`src/rtl/npu_pkg.sv`:
```
`default_nettype none
// ============================================================================
// npu_pkg : shared types and constants for the NPU convolution control path
// Revision 1.0 : initial release
// ============================================================================
package npu_pkg;

    localparam int DEFAULT_ADDR_WIDTH = 18;

    // Free FIFO entries needed before issue: the in-flight tap plus the result push.
    localparam int OUT_READY_MARGIN   = 2;

    typedef enum logic [1:0] {
        IDLE  = 2'd0,
        CHECK = 2'd1,
        RUN   = 2'd2,
        DRAIN = 2'd3
    } state_t;

endpackage
`default_nettype wire

```
`src/rtl/conv_window_cnt.sv`:
```
`default_nettype none
// ============================================================================
// conv_window_cnt : nested window/tap counter with incremental SRAM addressing
// Revision 1.0 : initial release
// ============================================================================
module conv_window_cnt
    import npu_pkg::*;
#(
    parameter int ADDR_WIDTH = DEFAULT_ADDR_WIDTH
) (
    input  logic                  clk,
    input  logic                  rst,
    input  logic                  clear,
    input  logic                  advance,
    input  logic [ADDR_WIDTH-1:0] img_col,
    input  logic [ADDR_WIDTH-1:0] k_r_max,
    input  logic [ADDR_WIDTH-1:0] k_c_max,
    input  logic [ADDR_WIDTH-1:0] out_r_max,
    input  logic [ADDR_WIDTH-1:0] out_c_max,
    output logic [ADDR_WIDTH-1:0] img_addr,
    output logic [ADDR_WIDTH-1:0] w_addr,
    output logic                  first_tap,
    output logic                  last_tap,
    output logic                  last_win
);

    localparam logic [ADDR_WIDTH-1:0] C_ONE = ADDR_WIDTH'(1);

    logic [ADDR_WIDTH-1:0] r_k_c;
    logic [ADDR_WIDTH-1:0] r_k_r;
    logic [ADDR_WIDTH-1:0] r_out_c;
    logic [ADDR_WIDTH-1:0] r_out_r;
    logic [ADDR_WIDTH-1:0] r_line_base;   // out_r * img_col
    logic [ADDR_WIDTH-1:0] r_win_base;    // line_base + out_c
    logic [ADDR_WIDTH-1:0] r_row_base;    // win_base + k_r * img_col
    logic [ADDR_WIDTH-1:0] r_img_addr;
    logic [ADDR_WIDTH-1:0] r_w_addr;

    logic                  w_kc_end;
    logic                  w_kr_end;
    logic                  w_oc_end;
    logic                  w_or_end;
    logic [ADDR_WIDTH-1:0] w_row_step;
    logic [ADDR_WIDTH-1:0] w_line_step;
    logic [ADDR_WIDTH-1:0] w_win_inc;

    assign w_kc_end    = (r_k_c   == k_c_max);
    assign w_kr_end    = (r_k_r   == k_r_max);
    assign w_oc_end    = (r_out_c == out_c_max);
    assign w_or_end    = (r_out_r == out_r_max);
    assign w_row_step  = r_row_base  + img_col;
    assign w_line_step = r_line_base + img_col;
    assign w_win_inc   = r_win_base  + C_ONE;

    always_ff @(posedge clk or posedge rst) begin
        if (rst) begin
            r_k_c       <= '0;
            r_k_r       <= '0;
            r_out_c     <= '0;
            r_out_r     <= '0;
            r_line_base <= '0;
            r_win_base  <= '0;
            r_row_base  <= '0;
            r_img_addr  <= '0;
            r_w_addr    <= '0;
        end else if (clear) begin
            r_k_c       <= '0;
            r_k_r       <= '0;
            r_out_c     <= '0;
            r_out_r     <= '0;
            r_line_base <= '0;
            r_win_base  <= '0;
            r_row_base  <= '0;
            r_img_addr  <= '0;
            r_w_addr    <= '0;
        end else if (advance) begin
            if (!w_kc_end) begin
                r_k_c      <= r_k_c + C_ONE;
                r_img_addr <= r_img_addr + C_ONE;
                r_w_addr   <= r_w_addr + C_ONE;
            end else if (!w_kr_end) begin
                r_k_c      <= '0;
                r_k_r      <= r_k_r + C_ONE;
                r_row_base <= w_row_step;
                r_img_addr <= w_row_step;
                r_w_addr   <= r_w_addr + C_ONE;
            end else begin
                // Window finished: weights restart, image moves to the next window origin.
                r_k_c    <= '0;
                r_k_r    <= '0;
                r_w_addr <= '0;
                if (!w_oc_end) begin
                    r_out_c    <= r_out_c + C_ONE;
                    r_win_base <= w_win_inc;
                    r_row_base <= w_win_inc;
                    r_img_addr <= w_win_inc;
                end else if (!w_or_end) begin
                    r_out_c     <= '0;
                    r_out_r     <= r_out_r + C_ONE;
                    r_line_base <= w_line_step;
                    r_win_base  <= w_line_step;
                    r_row_base  <= w_line_step;
                    r_img_addr  <= w_line_step;
                end else begin
                    r_out_c     <= '0;
                    r_out_r     <= '0;
                    r_line_base <= '0;
                    r_win_base  <= '0;
                    r_row_base  <= '0;
                    r_img_addr  <= '0;
                end
            end
        end
    end

    assign img_addr  = r_img_addr;
    assign w_addr    = r_w_addr;
    assign first_tap = (r_k_c == '0) && (r_k_r == '0);
    assign last_tap  = w_kc_end && w_kr_end;
    assign last_win  = w_oc_end && w_or_end;

endmodule
`default_nettype wire

```
`src/rtl/conv_window_sched.sv`:
```
`default_nettype none
// ============================================================================
// conv_window_sched : convolution window sequencer driving SRAM reads and MAC control
// Revision 1.0 : initial release
// ============================================================================
module conv_window_sched
    import npu_pkg::*;
#(
    parameter int ADDR_WIDTH = DEFAULT_ADDR_WIDTH
) (
    input  logic                  s00_axis_aclk,
    input  logic                  s00_axis_areset,
    input  logic                  start,
    input  logic [ADDR_WIDTH-1:0] img_row,
    input  logic [ADDR_WIDTH-1:0] img_col,
    input  logic [ADDR_WIDTH-1:0] ker_row,
    input  logic [ADDR_WIDTH-1:0] ker_col,
    input  logic                  out_ready,
    output logic [ADDR_WIDTH-1:0] img_rd_addr,
    output logic [ADDR_WIDTH-1:0] w_rd_addr,
    output logic                  rd_en,
    output logic                  mac_valid,
    output logic                  mac_clear,
    output logic                  mac_last,
    output logic                  busy,
    output logic                  done,
    output logic                  err
);

    localparam logic [ADDR_WIDTH-1:0] C_ONE = ADDR_WIDTH'(1);

    state_t                r_state;
    state_t                w_state_next;

    logic [ADDR_WIDTH-1:0] r_img_row;
    logic [ADDR_WIDTH-1:0] r_img_col;
    logic [ADDR_WIDTH-1:0] r_ker_row;
    logic [ADDR_WIDTH-1:0] r_ker_col;

    logic                  r_mac_valid;
    logic                  r_mac_clear;
    logic                  r_mac_last;
    logic                  r_done;

    logic                  w_illegal;
    logic                  w_rd_en;
    logic                  w_err;
    logic                  w_busy;
    logic                  w_cnt_clear;
    logic                  w_first_tap;
    logic                  w_last_tap;
    logic                  w_last_win;
    logic [ADDR_WIDTH-1:0] w_img_addr;
    logic [ADDR_WIDTH-1:0] w_w_addr;

    assign w_illegal = (r_img_row == '0) || (r_img_col == '0) ||
                       (r_ker_row == '0) || (r_ker_col == '0) ||
                       (r_ker_row > r_img_row) || (r_ker_col > r_img_col);

    // Dimensions are captured only when a start is accepted in IDLE.
    always_ff @(posedge s00_axis_aclk or posedge s00_axis_areset) begin
        if (s00_axis_areset) begin
            r_img_row <= '0;
            r_img_col <= '0;
            r_ker_row <= '0;
            r_ker_col <= '0;
        end else if ((r_state == IDLE) && start) begin
            r_img_row <= img_row;
            r_img_col <= img_col;
            r_ker_row <= ker_row;
            r_ker_col <= ker_col;
        end
    end

    always_ff @(posedge s00_axis_aclk or posedge s00_axis_areset) begin
        if (s00_axis_areset) begin
            r_state <= IDLE;
        end else begin
            r_state <= w_state_next;
        end
    end

    always_comb begin
        w_state_next = r_state;
        w_rd_en      = 1'b0;
        w_err        = 1'b0;
        w_busy       = 1'b0;
        w_cnt_clear  = 1'b0;
        case (r_state)
            IDLE: begin
                if (start) begin
                    w_state_next = CHECK;
                end
            end
            CHECK: begin
                if (w_illegal) begin
                    w_err        = 1'b1;
                    w_state_next = IDLE;
                end else begin
                    w_busy       = 1'b1;
                    w_cnt_clear  = 1'b1;
                    w_state_next = RUN;
                end
            end
            RUN: begin
                w_busy  = 1'b1;
                w_rd_en = out_ready;
                if (out_ready && w_last_tap && w_last_win) begin
                    w_state_next = DRAIN;
                end
            end
            DRAIN: begin
                w_busy       = 1'b1;
                w_state_next = IDLE;
            end
            default: begin
                w_state_next = IDLE;
            end
        endcase
    end

    conv_window_cnt #(
        .ADDR_WIDTH (ADDR_WIDTH)
    ) u_cnt (
        .clk       (s00_axis_aclk),
        .rst       (s00_axis_areset),
        .clear     (w_cnt_clear),
        .advance   (w_rd_en),
        .img_col   (r_img_col),
        .k_r_max   (r_ker_row - C_ONE),
        .k_c_max   (r_ker_col - C_ONE),
        .out_r_max (r_img_row - r_ker_row),
        .out_c_max (r_img_col - r_ker_col),
        .img_addr  (w_img_addr),
        .w_addr    (w_w_addr),
        .first_tap (w_first_tap),
        .last_tap  (w_last_tap),
        .last_win  (w_last_win)
    );

    // MAC controls track the one-cycle SRAM read latency and never stall.
    always_ff @(posedge s00_axis_aclk or posedge s00_axis_areset) begin
        if (s00_axis_areset) begin
            r_mac_valid <= 1'b0;
            r_mac_clear <= 1'b0;
            r_mac_last  <= 1'b0;
            r_done      <= 1'b0;
        end else begin
            r_mac_valid <= w_rd_en;
            r_mac_clear <= w_rd_en && w_first_tap;
            r_mac_last  <= w_rd_en && w_last_tap;
            r_done      <= (r_state == DRAIN);
        end
    end

    assign img_rd_addr = w_img_addr;
    assign w_rd_addr   = w_w_addr;
    assign rd_en       = w_rd_en;
    assign mac_valid   = r_mac_valid;
    assign mac_clear   = r_mac_clear;
    assign mac_last    = r_mac_last;
    assign busy        = w_busy;
    assign done        = r_done;
    assign err         = w_err;

endmodule
`default_nettype wire

```
`config.mk`:
```
export PLATFORM = sky130hd
export DESIGN_NAME = conv_window_sched
export DESIGN_NICKNAME = d
export VERILOG_FILES = /design/src/rtl/npu_pkg.sv /design/src/rtl/conv_window_cnt.sv /design/src/rtl/conv_window_sched.sv
export SDC_FILE = /design/constraint.sdc
export NUM_CORES = 1
export LEC_CHECK = 0
export ABC_CLOCK_PERIOD_IN_PS = 6700
export BUFFER_PORTS_ARGS = -buffer_cell sky130_fd_sc_hd__buf_2
export CAP_MARGIN = 15
export CELL_PAD_IN_SITES_DETAIL_PLACEMENT = 0
export CELL_PAD_IN_SITES_GLOBAL_PLACEMENT = 1
export CORE_MARGIN = 2
export CORE_UTILIZATION = 30
export CTS_BUF_LIST = sky130_fd_sc_hd__clkbuf_4 sky130_fd_sc_hd__clkbuf_8 sky130_fd_sc_hd__clkbuf_16
export CTS_CLUSTER_SIZE = 16
export DETAILED_ROUTE_END_ITERATION = 8
export PLACE_DENSITY = 0.67
export SLEW_MARGIN = 15
export SYNTH_ARGS = -nofsm -noshare
export SYNTH_HDL_FRONTEND = slang
export SYNTH_SLANG_ARGS = --single-unit
```
`constraint.sdc`:
```
create_clock -name s00_axis_aclk -period 6.7 [get_ports s00_axis_aclk]
set_input_delay 0.67 -clock s00_axis_aclk [delete_from_list [all_inputs] [get_ports s00_axis_aclk]]
set_output_delay 0.67 -clock s00_axis_aclk [all_outputs]
set_load 0.01 [all_outputs]
```
* Word-level counts from Yosys, hierarchy flattened
Cells that the tools add are included.
** Storage, ports and cells
- Bits in registers :: 240
** Operators by class
- Add/sub/neg operators :: 13
- Reduce and logical (&&, ||, !) cells :: 29
- Order comparisons :: 2
- Eq/ne operators :: 9
- Multiplexer cells :: 50
** Operator list (number)
- two-way mux 18 bit :: 40
- adder 18 x 1 -> 18 bit (second input constant) :: 7
- zero test 18 bit :: 6
- equality test 18 bit :: 4
- adder 18 bit :: 2
- greater-than comparator 18 bit :: 2
- subtractor 18 x 1 -> 18 bit (second input constant) :: 2
- subtractor 18 bit :: 2
- logical AND 1 bit :: 8
- case mux 2 bit (4 select lines) :: 1
- nonzero test 2 bit :: 4
- two-way mux 2 bit :: 3
- logical OR 1 bit :: 5
- two-way mux 1 bit :: 5
- equality test 2 bit (second input constant) :: 2
- inequality test 2 bit (second input constant) :: 2
- AND reduction 2 bit :: 2
- AND reduction 4 bit :: 1
- AND reduction 3 bit :: 1
- equality test 2 x 1 -> 1 bit (second input constant) :: 1
- zero test 2 bit :: 1
- case mux 1 bit (2 select lines) :: 1
- OR reduction 2 bit :: 1

* Logic depth before layout (Yosys ltp)
- Depth in word-level cells :: 10
- Mapped depth :: 17
- Mapped depth without buffers :: 14

* Hierarchy
From an unflattened synthesis, not the netlist that was laid out.
** Second synthesis, totals
- Cells, all modules :: 1836
- Area, all modules :: 16130.5 sq um
** By module, submodules not included
- conv_window_cnt :: cells an instance 1232, seq. area each 4053.9 sq um, area an instance 10770.3 sq um, times used 1
- conv_window_sched :: cells an instance 604, seq. area each 1951.9 sq um, area an instance 5360.1 sq um, times used 1

* Worst setup path before layout
Ideal clock, no wire load.
- Path kind :: register to register
- Start :: register r_ker_row[2]
- End :: register u_cnt.r_img_addr[17] (netlist: u_cnt.img_addr[17])
- Required time :: 6.552 ns
- Cell stages (with the launch flop) :: 16
- Arrival time :: 3.741 ns
- Slack :: 2.811 ns
- Cells stage by stage :: dfrtp_1 -> clkbuf_1 -> inv_1 -> ha_1 -> o21a_1 -> o31ai_4 -> a31oi_2 -> nand2_1 -> a211oi_1 -> or4b_1 -> or4_1 -> nor4b_2 -> buf_2 -> a21oi_1 -> a222oi_1 -> o211ai_1
** On the way
- Longest elaborated chain between the ends :: 8
** Ends and longest elaborated chain
- start, declared :: line conv_window_sched.sv:37 : logic [ADDR_WIDTH-1:0] r_ker_row;
- start signal, assigned :: line conv_window_sched.sv:70 : r_ker_row <= ker_row;
- subtractor 18 bit / zero test 18 bit (equally long branches) :: line conv_window_sched.sv:132, conv_window_sched.sv:57
- equality test 18 bit / logical OR 1 bit (equally long branches) :: line conv_window_cnt.sv:50, conv_window_sched.sv:56
- two-way mux 18 bit / logical OR 1 bit (equally long branches) :: line conv_window_cnt.sv:97, conv_window_sched.sv:57
- two-way mux 18 bit / logical OR 1 bit (equally long branches) :: line conv_window_cnt.sv:92, conv_window_sched.sv:57
- two-way mux 18 bit / logical OR 1 bit (equally long branches) :: line conv_window_cnt.sv:81, conv_window_sched.sv:58
- two-way mux 18 bit / two-way mux 1 bit (equally long branches) :: line conv_window_cnt.sv:77, conv_window_sched.sv:96
- two-way mux 18 bit / two-way mux 1 bit (equally long branches) :: line conv_window_cnt.sv:76, conv_window_sched.sv:89
- two-way mux 18 bit / nonzero test 2 bit (equally long branches)
- end signal, assigned :: line conv_window_cnt.sv:79 : r_img_addr <= r_img_addr + C_ONE;
- end signal, assigned :: line conv_window_cnt.sv:85 : r_img_addr <= w_row_step;
- end signal, assigned :: line conv_window_cnt.sv:96 : r_img_addr <= w_win_inc;
- end, declared :: line conv_window_cnt.sv:36 : logic [ADDR_WIDTH-1:0] r_img_addr;
Several ways; a longest one is shown, not always the timed one. The select of a mux whose other input is x is not followed.
A chain may end at the register's enable or synchronous reset.

* Worst setup path in the final report
- Start :: register r_img_col[1]
- End :: register u_cnt.r_img_addr[17] (netlist: u_cnt.img_addr[17])
** On the way
- Longest elaborated chain between the ends :: 9
** Ends and longest elaborated chain
- start, declared :: line conv_window_sched.sv:36 : logic [ADDR_WIDTH-1:0] r_img_col;
- start signal, assigned :: line conv_window_sched.sv:69 : r_img_col <= img_col;
- branches (longest 9 deep; another with subtractor 18 bit)
Several ways; the timed one is not identified. The select of a mux whose other input is x is not followed.

==> PnR_summary.wiki <==
{| class="wikitable"
! Metric !! Value
|-
| Number of global-route vias before repair || between 15,000 and 20,000
|-
| Post-route setup TNS || 0 ns
|-
| Relative contribution of sequential cells to total power || about a quarter
|-
| Remaining global-route overflow || 0
|-
| Rel. slew slack || between 15 and 20%
|-
| Post-synthesis compound-gate area fraction || between 20% and 30%
|-
| Number of buffers inserted during clock tree synthesis || 30
|-
| Maximum level of the CTS H-tree || 1
|-
| Summed instance area of the synthesized netlist || approximately 17,000 µm²
|-
| Depth of the most critical reg-to-reg path || 13
|-
| Synthesized Nets || 2,253
|-
| Hold WC Path Type || input port to async pin
|-
| Cell types occupying the most area after synthesis || sky130_fd_sc_hd__dfrtp_1 34%, sky130_fd_sc_hd__o21ai_0 6.4%, sky130_fd_sc_hd__ha_1 5.9%
|-
| Total track usage || around 20%
|-
| PostCTS Resize Cnt || 0
|-
| Area growth, synth to finish || 14.4%
|-
| Transition time at the pin with the least slew margin || about 1.2 ns
|-
| Top post-synthesis cells by count || 240 x sky130_fd_sc_hd__dfrtp_1, 238 x sky130_fd_sc_hd__nand2_1, 224 x sky130_fd_sc_hd__o21ai_0
|-
| Pleak || between 8 and 9 nW
|-
| Root Buffer || sky130_fd_sc_hd__clkbuf_16
|-
| CTS Hold Bufs || 0
|-
| Number of top-level pins || around 120
|-
| Startpoint Class || register
|-
| End point of the critical path || u_cnt.img_addr[17]
|-
| Setup repair after global routing missed its margin || false
|-
| Net Switching || 4.18 mW
|-
| Largest vdd supply drop || between 0.2 and 0.25 mV
|-
| Share of synthesized cell area in and, or, nand and nor gates || about a quarter
|-
| Switching power share of the total || around 48%
|-
| Standard cell core area || between 50,000 and 60,000 µm²
|-
| Clock tree from TritonCTS || built
|-
| Post-detailed-route count of antenna-violating nets || 0
|-
| Largest clock skew in the final design || between 0.02 and 0.03 ns
|-
| Max Cap Viol || 0
|-
| Portion of synthesized cell area occupied by the leading cell type || roughly a third
|-
| Number of slew-limit violations in the final report || 0
|-
| Drt initial violations || 1,390
|-
| Detailed-route vias per instance || ~5.6
|-
| Worst setup path startpoint || r_img_col[1]
|-
| Post-DR wirelength/cell || about 21 µm
|-
| Initial antenna violation count || 1
|-
| FF-to-FF End || u_cnt.img_addr[17]
|-
| Part of the total power dissipated in combinational logic || ~55%
|-
| Sequential share of the synthesized area || around a third
|-
| Minimum setup slack after placement || ~1.3 ns
|-
| Count of vias placed by the detailed router || between 15,000 and 20,000
|-
| Arithmetic-cell share of the synthesized area counting full adders, half adders and majority gates || ~6.3%
|-
| Global-route wire length before repair || 95,900 µm
|-
| Drc violations || 0
|-
| Average footprint of a synthesized cell || 8.35 µm²
|-
| Element type at the critical path end || register
|-
| Design internal power || approximately 4.6 mW
|-
| Detailed placement HPWL || roughly 48,000 µm
|-
| Power Density || between 400 and 500 nW/µm²
|-
| Distinct cell type count after synthesis || 89
|-
| Final worst path period share || 80.2%
|-
| Maximum clock frequency || 186 MHz
|-
| Xor/xnor cell area share of the yosys netlist || 7.96%
|-
| Die area || roughly 60,000 µm²
|-
| Final weighted congestion of routability-driven global placement || 0.935
|-
| Standard-cell row count || 88
|-
| Mux contribution to synthesized area || around 2.7%
|-
| Maximum buffer depth of the clock tree || 3
|-
| Number of nets in the final layout || ~2,300
|-
| EDFF count, synth || 0
|-
| Total of warnings raised by yosys || 0
|-
| Worst EP required || approximately 7.2 ns
|-
| Reg2Reg Launch Point || r_img_col[1]
|-
| Die extent in x || 245 µm
|-
| Post-synth top area cell || sky130_fd_sc_hd__dfrtp_1
|-
| Detailed Route WL || 62,400 µm
|-
| Most frequent cell after synthesis || sky130_fd_sc_hd__dfrtp_1
|-
| # port buffers || between 100 and 150
|-
| Initial cell density of the core || a little under a third
|-
| Series of cell instances along the critical path || inv_1 -> fa_1 -> xor3_1 -> o31ai_1 -> or4_1 -> nor4_1 -> and4_1 -> nand4b_1 -> nor3_1 -> nand2_2 -> a21oi_2 -> a222oi_1 -> o211ai_1
|-
| Total setup violations reported at the end of the flow || 0
|-
| Number of antenna diodes || 0
|-
| Gate count after technology mapping || 2,091
|-
| Buffer count from post-CTS setup fixing || 0
|-
| Largest net degree at the start of global routing || about 120
|-
| Most used flip-flop cell after synthesis || sky130_fd_sc_hd__dfrtp_1
|-
| Height of the die || 245 µm
|-
| Final hold viol count || 0
|-
| Synthesis-stage register bit count || 240
|-
| Layout cell share with drive strength beyond 1 || about 12%
|-
| Async set or reset register ratio after synthesis || between 90% and 100%
|-
| Final critical path time including I/O delays and setup || between 5 and 6 ns
|-
| Start-to-end type of the worst setup path || register to register
|-
| Clk network pwr share || approximately 20%
|-
| Sinks on Clock Net || 240
|-
| Slowest stage delay, CP || approximately 0.99 ns
|-
| Clock latency on the worst-skew pair || roughly 0.60 ns
|-
| Crit Path Max Fanout || 21
|-
| Main combinational cell family by area after synthesis || simple AND/OR/NAND/NOR gates
|-
| Worst setup slack for register-to-register paths || about 1.3 ns
|-
| Drt pass-1 iters || 6
|-
| Worst hold slack || approximately 0.23 ns
|-
| Run status || complete, no violations
|-
| Data arrival time at the worst-slack endpoint || 5.88 ns
|-
| Clock-pin slew of the registers on the worst-case setup and hold paths || ~0.060 ns
|-
| Worst Setup Slack, final || roughly 1.3 ns
|-
| Critical-path top delay cell || sky130_fd_sc_hd__a21oi_2
|}
layout make-up:
type	instances	area [µm²]
Fill cell	5945	37600
Multi-Input combinational cell	1682	10800
Sequential cell	240	6010
Tap cell	765	957
Clock buffer	39	862
Timing Repair Buffer	141	788
Inverter	73	278
Clock inverter	16	238
placed cells by master, fill, tap and decap left out, drive strengths merged, types with 16 or more instances in the layout:
master	n
xnor2	76
nor2b	20
a211oi	22
inv	73
o31ai	20
o21a	16
mux2	34
o211ai	22
ha	83
o21ai	233
nand4	42
a21o	26
a31oi	18
dfrtp	240
nand3b	16
nor4	32
nand2	239
clkbuf	39
a21oi	116
nor2	142
or3	19
buf	141
or4	16
nand2b	25
o22ai	16
xor2	80
a22o	17
nand3	62
and3	73
nor3	40
power by group through the flow:
stage / Clock (mW) / Sequential (mW) / Combinational [mW]
3_5_place_dp: 0 / 2.16 / 4.74
2_1_floorplan: 0 / 1.93 / 3.53
6_report: 1.80 / 2.15 / 4.86
4_1_cts: 1.84 / 2.14 / 4.78
5_1_grt: 1.90 / 2.17 / 5.32
3_3_place_gp: 0 / 2.16 / 4.75
state kept, by name, indices dropped and copies added (netlist names), 18 cells and up, named ones only:
signal             cells
u_cnt.r_line_base     18
u_cnt.r_k_c           18
r_ker_col             18
u_cnt.r_k_r           18
u_cnt.w_addr          18
u_cnt.r_win_base      18
u_cnt.img_addr        18
u_cnt.r_row_base      18
r_img_col             18
u_cnt.r_out_c         18
r_ker_row             18
r_img_row             18
u_cnt.r_out_r         18
per-layer routing:
| metal | share of wire [%] | track usage, % | vias up |
|---|---|---|---|
| li1 | - | - | 7798 |
| met1 | 47 | 28.7 | 8240 |
| met2 | 45 | 32.5 | 449 |
| met3 | 5.0 | 2.20 | 89 |
| met4 | 3.0 | 6.33 | 0 |
| met5 | 0 | 0 | - |
through the flow:
| step | utilization (%) | cells | power, mW | cell area (µm²) |
|---|---|---|---|---|
| 4_1_cts | 34.6 | 2956 | 8.76 | 20000 |
| 2_1_floorplan | - | 2091 | 5.46 | 17500 |
| 3_5_place_dp | 32.7 | 2901 | 6.90 | 18900 |
| 5_1_grt | 34.7 | 2956 | 9.39 | 20000 |
| 3_3_place_gp | 32.7 | 2901 | 6.91 | 18900 |
| 6_report | 34.7 | 2956 | 8.80 | 20000 |
cell families (layout without fill, tap and decap cells):
kind of cell             after synthesis  after routing
flip-flops                           240            240
buffers and inverters                169            269
multiplexers                          42             42
AND/OR/NAND/NOR                      797            797
AO/OA/AOI/OAI                        600            600
adder cells (fa/ha/maj)               86             86
XOR/XNOR                             157            157
worst min-delay path by stage:
stage	depth (start not counted)	endpoint	slack (ns)
final	2	r_ker_row[14]	0.23
after floorplan	2	u_cnt.r_line_base[10]	0.44
after global placement	2	u_cnt.r_row_base[0]	0.46
after CTS	2	r_ker_row[15]	0.23
after detailed placement	2	u_cnt.r_row_base[0]	0.46
after global routing	2	r_ker_row[15]	0.29
critical path, delay by kind of cell (launching register included):
kind | cells | cell delay (ns)
buffers and inverters | 1 | 0.16
xor gates and xnor gates | 1 | 0.33
AOI/OAI and AO/OA | 4 | 1.58
DFF | 1 | 0.68
and+or+nand+nor | 6 | 2.01
adders and majority gates | 1 | 0.51
(Power assumes the default switching activity.)
